File: config.mk
export PLATFORM = sky130hd
export DESIGN_NAME = ws2811_frame_sequencer
export DESIGN_NICKNAME = d
export VERILOG_FILES = /design/src/rtl/ws2811_pkg.sv /design/src/rtl/ws2811_frame_sequencer.sv
export SDC_FILE = /design/constraint.sdc
export NUM_CORES = 1
export LEC_CHECK = 0
export ABC_CLOCK_PERIOD_IN_PS = 1700
export CAP_MARGIN = 30
export CORE_MARGIN = 2
export CORE_UTILIZATION = 25
export CTS_CLUSTER_SIZE = 30
export DETAILED_ROUTE_END_ITERATION = 6
export REMOVE_ABC_BUFFERS = 1
export SYNTH_ARGS = -nofsm -noshare
export SYNTH_HDL_FRONTEND = slang
export SYNTH_SLANG_ARGS = --single-unit
File: constraint.sdc
create_clock -name clkIN -period 1.7 [get_ports clkIN]
set_input_delay 0.51 -clock clkIN [delete_from_list [all_inputs] [get_ports clkIN]]
set_output_delay 0.51 -clock clkIN [all_outputs]
set_load 0.03 [all_outputs]
File: src/rtl/ws2811_pkg.sv
// rtl/ws2811_pkg.sv - shared types, constants and helpers for the WS2811 pixel path
package ws2811_pkg;

  typedef enum logic [2:0] {
    IDLE,
    FETCH,
    LOAD,
    START,
    WAIT,
    GAP
  } seq_state_e;

  // One transmitter bit slot is built from 100 ns ticks derived from the system clock.
  localparam int unsigned HZ_PER_100NS = 10_000_000;

  function automatic int unsigned div_100ns(input int unsigned clock_speed);
    return clock_speed / HZ_PER_100NS;
  endfunction

  function automatic int unsigned gap_cycles(input int unsigned clock_speed,
                                             input int unsigned us);
    return (clock_speed / 1_000_000) * us;
  endfunction

  function automatic logic [23:0] grb_reorder(input logic [23:0] rgb);
    return {rgb[15:8], rgb[23:16], rgb[7:0]};
  endfunction

endpackage

File: src/rtl/ws2811_frame_sequencer.sv
// rtl/ws2811_frame_sequencer.sv - walks the pixel RAM and feeds each word to the WS2811 transmitter
module ws2811_frame_sequencer
  import ws2811_pkg::*;
#(
  parameter int CLOCK_SPEED  = 50_000_000,
  parameter int NUM_LEDS     = 64,
  parameter int ADDR_WIDTH   = 6,
  parameter int RESET_GAP_US = 60,
  parameter int RGB_TO_GRB   = 1
) (
  input  logic                  clkIN,
  input  logic                  resetIN,
  input  logic                  frameStartIN,
  output logic [ADDR_WIDTH-1:0] pixelAddrOUT,
  input  logic [23:0]           pixelDataIN,
  output logic                  txStartOUT,
  output logic [23:0]           txDataOUT,
  input  logic                  txBusyIN,
  output logic                  frameBusyOUT,
  output logic                  frameDoneOUT
);

  localparam int GAP_CYCLES = int'(gap_cycles(CLOCK_SPEED, RESET_GAP_US));
  localparam int CNT_W      = $clog2(GAP_CYCLES + 1);

  localparam logic [ADDR_WIDTH-1:0] LAST_ADDR = ADDR_WIDTH'(NUM_LEDS - 1);
  localparam logic [CNT_W-1:0]      GAP_LAST  = CNT_W'(GAP_CYCLES - 1);

  seq_state_e            state_q, state_d;
  logic [ADDR_WIDTH-1:0] addr_q, addr_d;
  logic [23:0]           data_q, data_d;
  logic                  start_q, start_d;
  logic                  fbusy_q, fbusy_d;
  logic                  done_q, done_d;
  logic [CNT_W-1:0]      cnt_q, cnt_d;

  always_ff @(posedge clkIN) begin
    if (resetIN) begin
      state_q <= IDLE;
      addr_q  <= '0;
      data_q  <= '0;
      start_q <= 1'b0;
      fbusy_q <= 1'b0;
      done_q  <= 1'b0;
      cnt_q   <= '0;
    end else begin
      state_q <= state_d;
      addr_q  <= addr_d;
      data_q  <= data_d;
      start_q <= start_d;
      fbusy_q <= fbusy_d;
      done_q  <= done_d;
      cnt_q   <= cnt_d;
    end
  end

  always_comb begin
    state_d = state_q;
    addr_d  = addr_q;
    data_d  = data_q;
    start_d = start_q;
    fbusy_d = fbusy_q;
    done_d  = 1'b0;
    cnt_d   = cnt_q;

    unique case (state_q)
      IDLE: begin
        // The transmitter has no reset; never start while it may still be shifting a pixel.
        if (frameStartIN && !txBusyIN) begin
          addr_d  = '0;
          fbusy_d = 1'b1;
          state_d = FETCH;
        end
      end
      FETCH: state_d = LOAD;
      LOAD: begin
        data_d  = (RGB_TO_GRB != 0) ? grb_reorder(pixelDataIN) : pixelDataIN;
        start_d = 1'b1;
        state_d = START;
      end
      START: begin
        if (txBusyIN) begin
          start_d = 1'b0;
          state_d = WAIT;
        end
      end
      WAIT: begin
        if (!txBusyIN) begin
          if (addr_q == LAST_ADDR) begin
            cnt_d   = '0;
            state_d = GAP;
          end else begin
            addr_d  = addr_q + 1'b1;
            state_d = FETCH;
          end
        end
      end
      GAP: begin
        cnt_d = cnt_q + 1'b1;
        if (cnt_q == GAP_LAST) begin
          done_d  = 1'b1;
          fbusy_d = 1'b0;
          state_d = IDLE;
        end
      end
      default: state_d = IDLE;
    endcase
  end

  assign pixelAddrOUT = addr_q;
  assign txDataOUT    = data_q;
  assign txStartOUT   = start_q;
  assign frameBusyOUT = fbusy_q;
  assign frameDoneOUT = done_q;

endmodule

# Word-level counts from Yosys, hierarchy flattened

Index checks and enable logic that the tools add are counted.

Bits in registers: 48
Input port bits: 28
Output and inout port bits: 33

Add/sub/neg operators: 2
Equality and inequality tests: 13
Multiplexer cells: 19
Bitwise gates (word level): 1
Reductions and logical operators: 13

Operators with widths:

| operator                | number |
|---|---|
| $mux W12                | 2 |
| $pmux W12 S2            | 1 |
| $mux W6                 | 3 |
| $pmux W3 S6             | 1 |
| $mux W3                 | 5 |
| $add A12 B1 Y12 const B | 1 |
| $eq A12 B12 Y1 const B  | 1 |
| $ne A2 B2 Y1 const B    | 6 |
| $pmux W6 S2             | 1 |
| $reduce_and A4 Y1       | 2 |
| $reduce_bool A2 Y1      | 4 |
| $add A6 B1 Y6 const B   | 1 |
| $eq A3 B2 Y1 const B    | 2 |
| $eq A3 B3 Y1 const B    | 2 |
| $eq A6 B6 Y1 const B    | 1 |
| $reduce_and A3 Y1       | 2 |
| $mux W1                 | 4 |
| $pmux W1 S2             | 2 |
| $eq A3 B1 Y1 const B    | 1 |
| $logic_not A3 Y1        | 1 |
| $reduce_and A2 Y1       | 1 |
| $reduce_or A2 Y1        | 1 |
| $logic_and A1 B1 Y1     | 1 |
| $logic_not A1 Y1        | 1 |
| $not A1 Y1              | 1 |

# Logic depth before layout (Yosys ltp)

Gate-level depths: netlist of run 1.

Word-level depth: 4
Depth in mapped cells: 6
Gate-level depth less buffers: 5

# Worst setup path before layout of run 1

Ideal clock, no wire load.

Path type: register to register
Start: register addr_q[0] (netlist: pixelAddrOUT[0])
End: register addr_q[2] (netlist: pixelAddrOUT[2])
Library setup time: 0.070 ns
Data arrival time: 1.559 ns
Required time: 1.630 ns
Path slack: 0.071 ns
Cell stages (with the launch flop): 6
Buffers on the path: 0
Clock period less this slack: 1.629 ns
Path through: dfxtp_1 > ha_1 > nand3_1 > o211ai_2 > or4_1 > a21oi_1

Word-level cells in the longest chain between the ends: 4
Elaborated cells on any way between the ends: 7

RTL lines:

| item                   | RTL line                     | RTL |
|---|---|---|
| from (decl)            | ws2811_frame_sequencer.sv:30 | `logic [ADDR_WIDTH-1:0] addr_q, addr_d;` |
| from (signal assigned) | ws2811_frame_sequencer.sv:48 | `addr_q <= addr_d;` |
| $add A6 B1 Y6          | ws2811_frame_sequencer.sv:93 | `addr_d = addr_q + 1'b1;` |
| $mux W6                | ws2811_frame_sequencer.sv:89 | `if (addr_q == LAST_ADDR) begin` |
| $mux W6                | ws2811_frame_sequencer.sv:88 | `if (!txBusyIN) begin` |
| $pmux W6 S2            | ws2811_frame_sequencer.sv:66 | `unique case (state_q)` |

Several ways; a longest one is shown, not always the timed one. The select of a mux whose other input is x is not followed.
A chain may end at the register's enable or synchronous reset.

# Final worst setup path of run 1

Start: register addr_q[0] (netlist: pixelAddrOUT[0])
End: output pixelAddrOUT[0]

RTL lines:

| item      | RTL line                     | RTL |
|---|---|---|
| to (decl) | ws2811_frame_sequencer.sv:14 | `output logic [ADDR_WIDTH-1:0] pixelAddrOUT,` |

No word-level cell between the ends.

==> flow_summary_export.csv, run 1 <==
group,metric,value,unit
cts,h-tree-depth,2,
cts,root_buffer,"clkbuf_8",
cells_and_area,finish.utilization,0.369,
power_and_ir_drop,power,0.00274,W
yosys,ys_async_sr_fraction,0,
yosys,synth_seq_area_share,0.454,
critical_path,path_cells,"dlygate4sd2_1",
yosys,synth_enable_flop_cells,0,
placement,dp_hpwl,3.84,mm
yosys,yosysWarningCount,0,
floorplan,io_pins,61,
critical_path,cpPeakStageDelay,0.42,ns
timing,fmax,614,MHz
critical_path,worstSetupStartpointType,"register",
cells_and_area,multi_input_area,1070,sq um
yosys,ys_ff_latch,48,
critical_path,crit_family,"buffers and inverters",
critical_path,criticalPathCategory,"register to output pin",
placement,place_inst,438,
cts,cts.clk_slew.worst_paths,0.09,ns
global_routing,grt_pass1_vias,1927,
cells_and_area,drive_above_1_share,0.129,
global_routing,antenna_found_initial,0,
cts,clock_sinks,48,
yosys,ys.flop_type,"dfxtp_1",
cells_and_area,layout_commonest_cell,"nand2_1",
placement,place_congestion,0.816,
floorplan,die-width,96.1,microns
critical_path,crit_slowest_cell,"dlygate4sd2_1",
global_routing,grt_max_degree,34,
drt,routedWlPerCell,12.1,microns
yosys,syn_area_per_cell,7.99,sq um
drt,via_per_inst,4.69,
critical_path,critPathMaxFanout,5,
timing,period_share,0.959,
global_routing,grt_pass1_wl,8.76,mm
cells_and_area,final_cell_mix,"nand2_1, dfxtp_1, a21oi_1, dlygate4sd2_1, clkdlybuf4s50_1",
drt,route.detailed.drc,0,
timing,tightest_slew,0.360,ns
critical_path,critPathBufInv,1,
yosys,yosysUniqueCellTypes,42,
floorplan,num_rows,33,
drt,top_layer,"met4",
drt,drtAntennaViolNets,0,
timing,finClkSkew,0.00902,ns
floorplan,die_h,96.1,microns
cells_and_area,seq_area,962,sq um
placement,io_buffers,60,
timing,period_needed,1.63,ns
drt,met1_length,2.60,mm
drt,wirelength,5.40,mm
power_and_ir_drop,peakVddDrop,0.316,mV
cells_and_area,fillCellCount,882,
cts,clk_path_buf_depth,2,
status,outcome,"complete, no violations",
floorplan,dieArea,9230,sq um
drt,drt_iter0_markers,66,
cells_and_area,stdcell_count,445,
drt,dr.pass1.iters,4,
cts,cts_tree,"done",
timing,hold_viol_final,0,
cells_and_area,n_antenna_cell,0,
critical_path,cp.required,1.19,ns
yosys,syn_area,2120,sq um
cells_and_area,post-route-cell-area,3030,sq um
power_and_ir_drop,power_density,903,nW/um^2
yosys,synth_cells,265,
flow_run,maxCapViolations,0,
drt,met3_length,420,microns
timing,final-max-slew-violation-count,0,
timing,holdWs,0.456,ns
floorplan,coreArea,8220,sq um
power_and_ir_drop,leakage,1.25,nW
critical_path,arrival,1.12,ns
cells_and_area,area_growth,43.1,%
critical_path,endpoint_kind,"output pin",
global_routing,grt-ovfl-total,0,
timing,setup_viol,0,
cts,insertion_delay,0.30,ns
placement,dpl_cell_area,2980,sq um
drt,met2_length,2.34,mm
timing,slew_headroom,0.760,
global_routing,grt.total_usage,0.118,
cts,numCtsBuffers,5,
timing,rsz0062_at_grt,"true",
floorplan,start_util,0.258,
drt,vias,2088,
min_path,min_path_type,"register to register",
cells_and_area,nNetsFinal,370,
-- cell usage after synthesis (2+ instances only) --
cell / number / area [sq um]
nor3_1: 3 / 15.0
nand3_1: 10 / 50.1
or4_1: 2 / 15.0
a21oi_1: 41 / 205
dfxtp_1: 48 / 961
inv_1: 4 / 15.0
nor4_1: 2 / 12.5
buf_2: 3 / 15.0
o21ai_0: 8 / 40.0
nand2_1: 56 / 210
nor3_2: 2 / 20.0
nor2_1: 12 / 45.0
or3b_1: 2 / 17.5
ha_1: 2 / 25.0
o22a_1: 2 / 17.5
and3_1: 9 / 56.3
a31oi_1: 7 / 43.8
nand4_1: 3 / 18.8
o21ai_1: 10 / 50.1
or3_1: 4 / 25.0
a211oi_1: 2 / 15.0
clkbuf_1: 13 / 48.8
-- cells by family after synthesis --
| family | Yosys count | share of synthesized area |
|---|---|---|
| simple gates | 113 | 0.265 |
| compound gates | 79 | 0.222 |
| flops | 48 | 0.454 |
| buf+inv | 23 | 0.0478 |
| fa+ha+maj | 2 | 0.0118 |
-- state kept, by name, summed over array words and instances, names as in the netlist --
name          cells
frameDoneOUT      1
cnt_q            12
state_q           3
frameBusyOUT      1
txDataOUT        24
txStartOUT        1
pixelAddrOUT      6
-- final cells by class --
type                            count  area share
Tap cell                          105      0.0434
Timing Repair Buffer               86       0.253
Clock buffer                        5      0.0227
Multi-Input combinational cell    194       0.353
Inverter                            5     0.00619
Sequential cell                    48       0.318
Clock inverter                      2     0.00413
-- metrics by stage --
stage / worst slack [ns] / TNS, ns
2_1_floorplan: -0.0765 / -0.137
3_3_place_gp: -0.379 / -4.11
3_5_place_dp: -0.384 / -4.35
4_1_cts: 0.0478 / 0
5_1_grt: -0.00855 / -0.0114
6_report: 0.0705 / 0
-- per-layer routing --
| layer | global-route usage | vias to the layer above |
|---|---|---|
| li1 | - | 1091 |
| met1 | 0.153 | 931 |
| met2 | 0.193 | 61 |
| met3 | 0.0321 | 5 |
| met4 | 0.0310 | 0 |
| met5 | 0 | - |
-- report_power, final --
group | switching [W] | total, W | internal (W)
clock network | 0.000370 | 0.000649 | 0.000279
logic | 0.000453 | 0.000799 | 0.000346
registers | 0.0000737 | 0.00129 | 0.00121
-- what timing repair did --
item / in CTS / in global routing
endpoints found under the setup margin: 36 / 8
gates resized for setup: 34 / 5
buffers inserted: 0 / 0
hold endpoints to repair: 0 / 0
hold buffers: 0 / 0
-- worst paths after layout --
check / slack (ns) / to / cells past startpoint / start
max: 0.07 / pixelAddrOUT[0] / 1 / pixelAddrOUT[0]
min: 0.46 / txDataOUT[16] / 2 / txDataOUT[16]
max reg2reg: 0.12 / pixelAddrOUT[2] / 5 / pixelAddrOUT[0]
min reg2reg: 0.46 / txDataOUT[16] / 2 / txDataOUT[16]
Power figures use the tool's default switching activity.
==> inputs of run 2 (changes only) <==
CTS_CLUSTER_SIZE = default   (was 30)
==> results of run 2 <==
The final DEF is identical to that of run 1; final timing and power are the same.
==> inputs of run 3 (changes only) <==
MAX_ROUTING_LAYER = met4   (was default)
==> flow_summary_export.csv, run 3 (same netlist as run 1, synthesis figures left out) <==
group,metric,value,unit
drt,wirelength,5.40,mm
floorplan,start_util,0.258,
cells_and_area,fillCellCount,882,
critical_path,critPathBufInv,1,
global_routing,grt_pass1_wl,8.76,mm
drt,dr.pass1.iters,4,
power_and_ir_drop,leakage,1.25,nW
drt,route.detailed.drc,0,
timing,final-max-slew-violation-count,0,
cts,cts.clk_slew.worst_paths,0.09,ns
critical_path,arrival,1.12,ns
critical_path,r2r_end,"pixelAddrOUT[2]",
cts,cts_tree,"done",
cells_and_area,stdcell_count,445,
timing,fmax,613,MHz
cts,numCtsBuffers,5,
cells_and_area,final_cell_mix,"nand2_1, dfxtp_1, a21oi_1, dlygate4sd2_1, clkdlybuf4s50_1",
placement,dp_hpwl,3.84,mm
timing,period_needed,1.63,ns
drt,routedWlPerCell,12.1,microns
cells_and_area,post-route-cell-area,3030,sq um
drt,via_per_inst,4.70,
cells_and_area,multi_input_area,1070,sq um
critical_path,worstSetupStartpointType,"register",
critical_path,crit_slowest_cell,"dlygate4sd2_1",
flow_run,maxCapViolations,0,
power_and_ir_drop,power,0.00274,W
critical_path,timing.rr.start,"pixelAddrOUT[0]",
cts,cts_setup_buffers,0,
drt,vias,2090,
placement,io_buffers,60,
critical_path,rr_worst_depth,5,
critical_path,criticalPathCategory,"register to output pin",
critical_path,cp-startpoint,"pixelAddrOUT[0]",
drt,drtAntennaViolNets,0,
critical_path,r2r_slack,0.12,ns
cells_and_area,seq_area,962,sq um
critical_path,crit_family,"buffers and inverters",
placement,dpl_worst_slack,-0.384,ns
cts,h-tree-depth,2,
floorplan,die_h,96.1,microns
global_routing,antenna_found_initial,0,
floorplan,num_rows,33,
floorplan,dieArea,9230,sq um
power_and_ir_drop,power_density,903,nW/um^2
placement,dpl_cell_area,2980,sq um
timing,slew_headroom,0.760,
timing,setup_ws,0.0698,ns
critical_path,endpoint,"pixelAddrOUT[0]",
cells_and_area,area_growth,43.1,%
cts,clock_sinks,48,
cells_and_area,drive_above_1_share,0.129,
critical_path,critPathMaxFanout,5,
status,outcome,"complete, no violations",
timing,finClkSkew,0.00871,ns
cells_and_area,layout_commonest_cell,"nand2_1",
timing,tightest_slew,0.360,ns
drt,drt_iter0_markers,66,
timing,rsz0062_at_grt,"true",
cts,insertion_delay,0.30,ns
placement,place_congestion,0.828,
cells_and_area,n_antenna_cell,0,
floorplan,io_pins,61,
critical_path,cp.required,1.19,ns
cells_and_area,nNetsFinal,370,
cts,root_buffer,"clkbuf_8",
global_routing,grt-ovfl-total,0,
critical_path,path_cells,"dlygate4sd2_1",
timing,setup_viol,0,
floorplan,coreArea,8220,sq um
min_path,min_path_type,"register to register",
timing,period_share,0.959,
floorplan,die-width,96.1,microns
critical_path,path_depth,1,
critical_path,endpoint_kind,"output pin",
critical_path,cpPeakStageDelay,0.42,ns
global_routing,grt.total_usage,0.122,
cts,clk_path_buf_depth,2,
global_routing,grt_pass1_vias,1927,
timing,hold_viol_final,0,
power_and_ir_drop,peakVddDrop,0.316,mV
global_routing,grt_max_degree,34,
placement,place_inst,438,
cells_and_area,largest_register_ffs,24,
-- run 3: cell counts in the layout (fill, tap and decap cells not counted) --
No cell type changed its count.
-- run 3: layout make-up --
cell class	count	area share
Multi-Input combinational cell	194	0.353
Sequential cell	48	0.318
Clock inverter	2	0.00413
Timing Repair Buffer	86	0.253
Clock buffer	5	0.0227
Inverter	5	0.00619
Tap cell	105	0.0434
-- run 3: how the worst min path moves through the flow --
stage                              from             to  slack (ns)  cells after the start
final                     txDataOUT[16]  txDataOUT[16]        0.46                      2
after global routing       txDataOUT[2]   txDataOUT[2]        0.48                      2
after CTS                 txDataOUT[14]  txDataOUT[14]        0.46                      2
after detailed placement  txDataOUT[14]  txDataOUT[14]        0.45                      2
after global placement     txDataOUT[1]   txDataOUT[1]        0.44                      2
after floorplan               cnt_q[11]      cnt_q[11]        0.43                      1
-- run 3: report_power, final --
part           internal, W  switching [W]
registers          0.00121      0.0000737
logic             0.000346       0.000453
clock network     0.000279       0.000370
-- run 3: timing repair --
item / CTS / global route
endpoints found under the setup margin: 36 / 8
gates resized for setup: 34 / 5
hold buffers: 0 / 0
-- run 3: per-stage QoR --
stage	hold WS (ns)	utilization	setup TNS [ns]
2_1_floorplan	0.428	-	-0.137
3_3_place_gp	0.443	0.362	-4.11
3_5_place_dp	0.446	0.362	-4.35
4_1_cts	0.456	0.367	0
5_1_grt	0.481	0.369	-0.0114
6_report	0.456	0.369	0
-- run 3: worst reg2reg max path: stages, from the launching register on --
cell      delay, ns
dfxtp_1        0.35
ha_1           0.25
nand3_1        0.16
o211ai_2       0.12
or4_1          0.48
a21oi_1        0.15
-- run 3: metal layers --
metal	vias up	wire length [microns]	global-route usage
li1	1091	-	-
met1	931	2620	0.155
met2	63	2340	0.193
met3	5	404	0.0290
met4	0	38	0.0310
met5	-	0	-
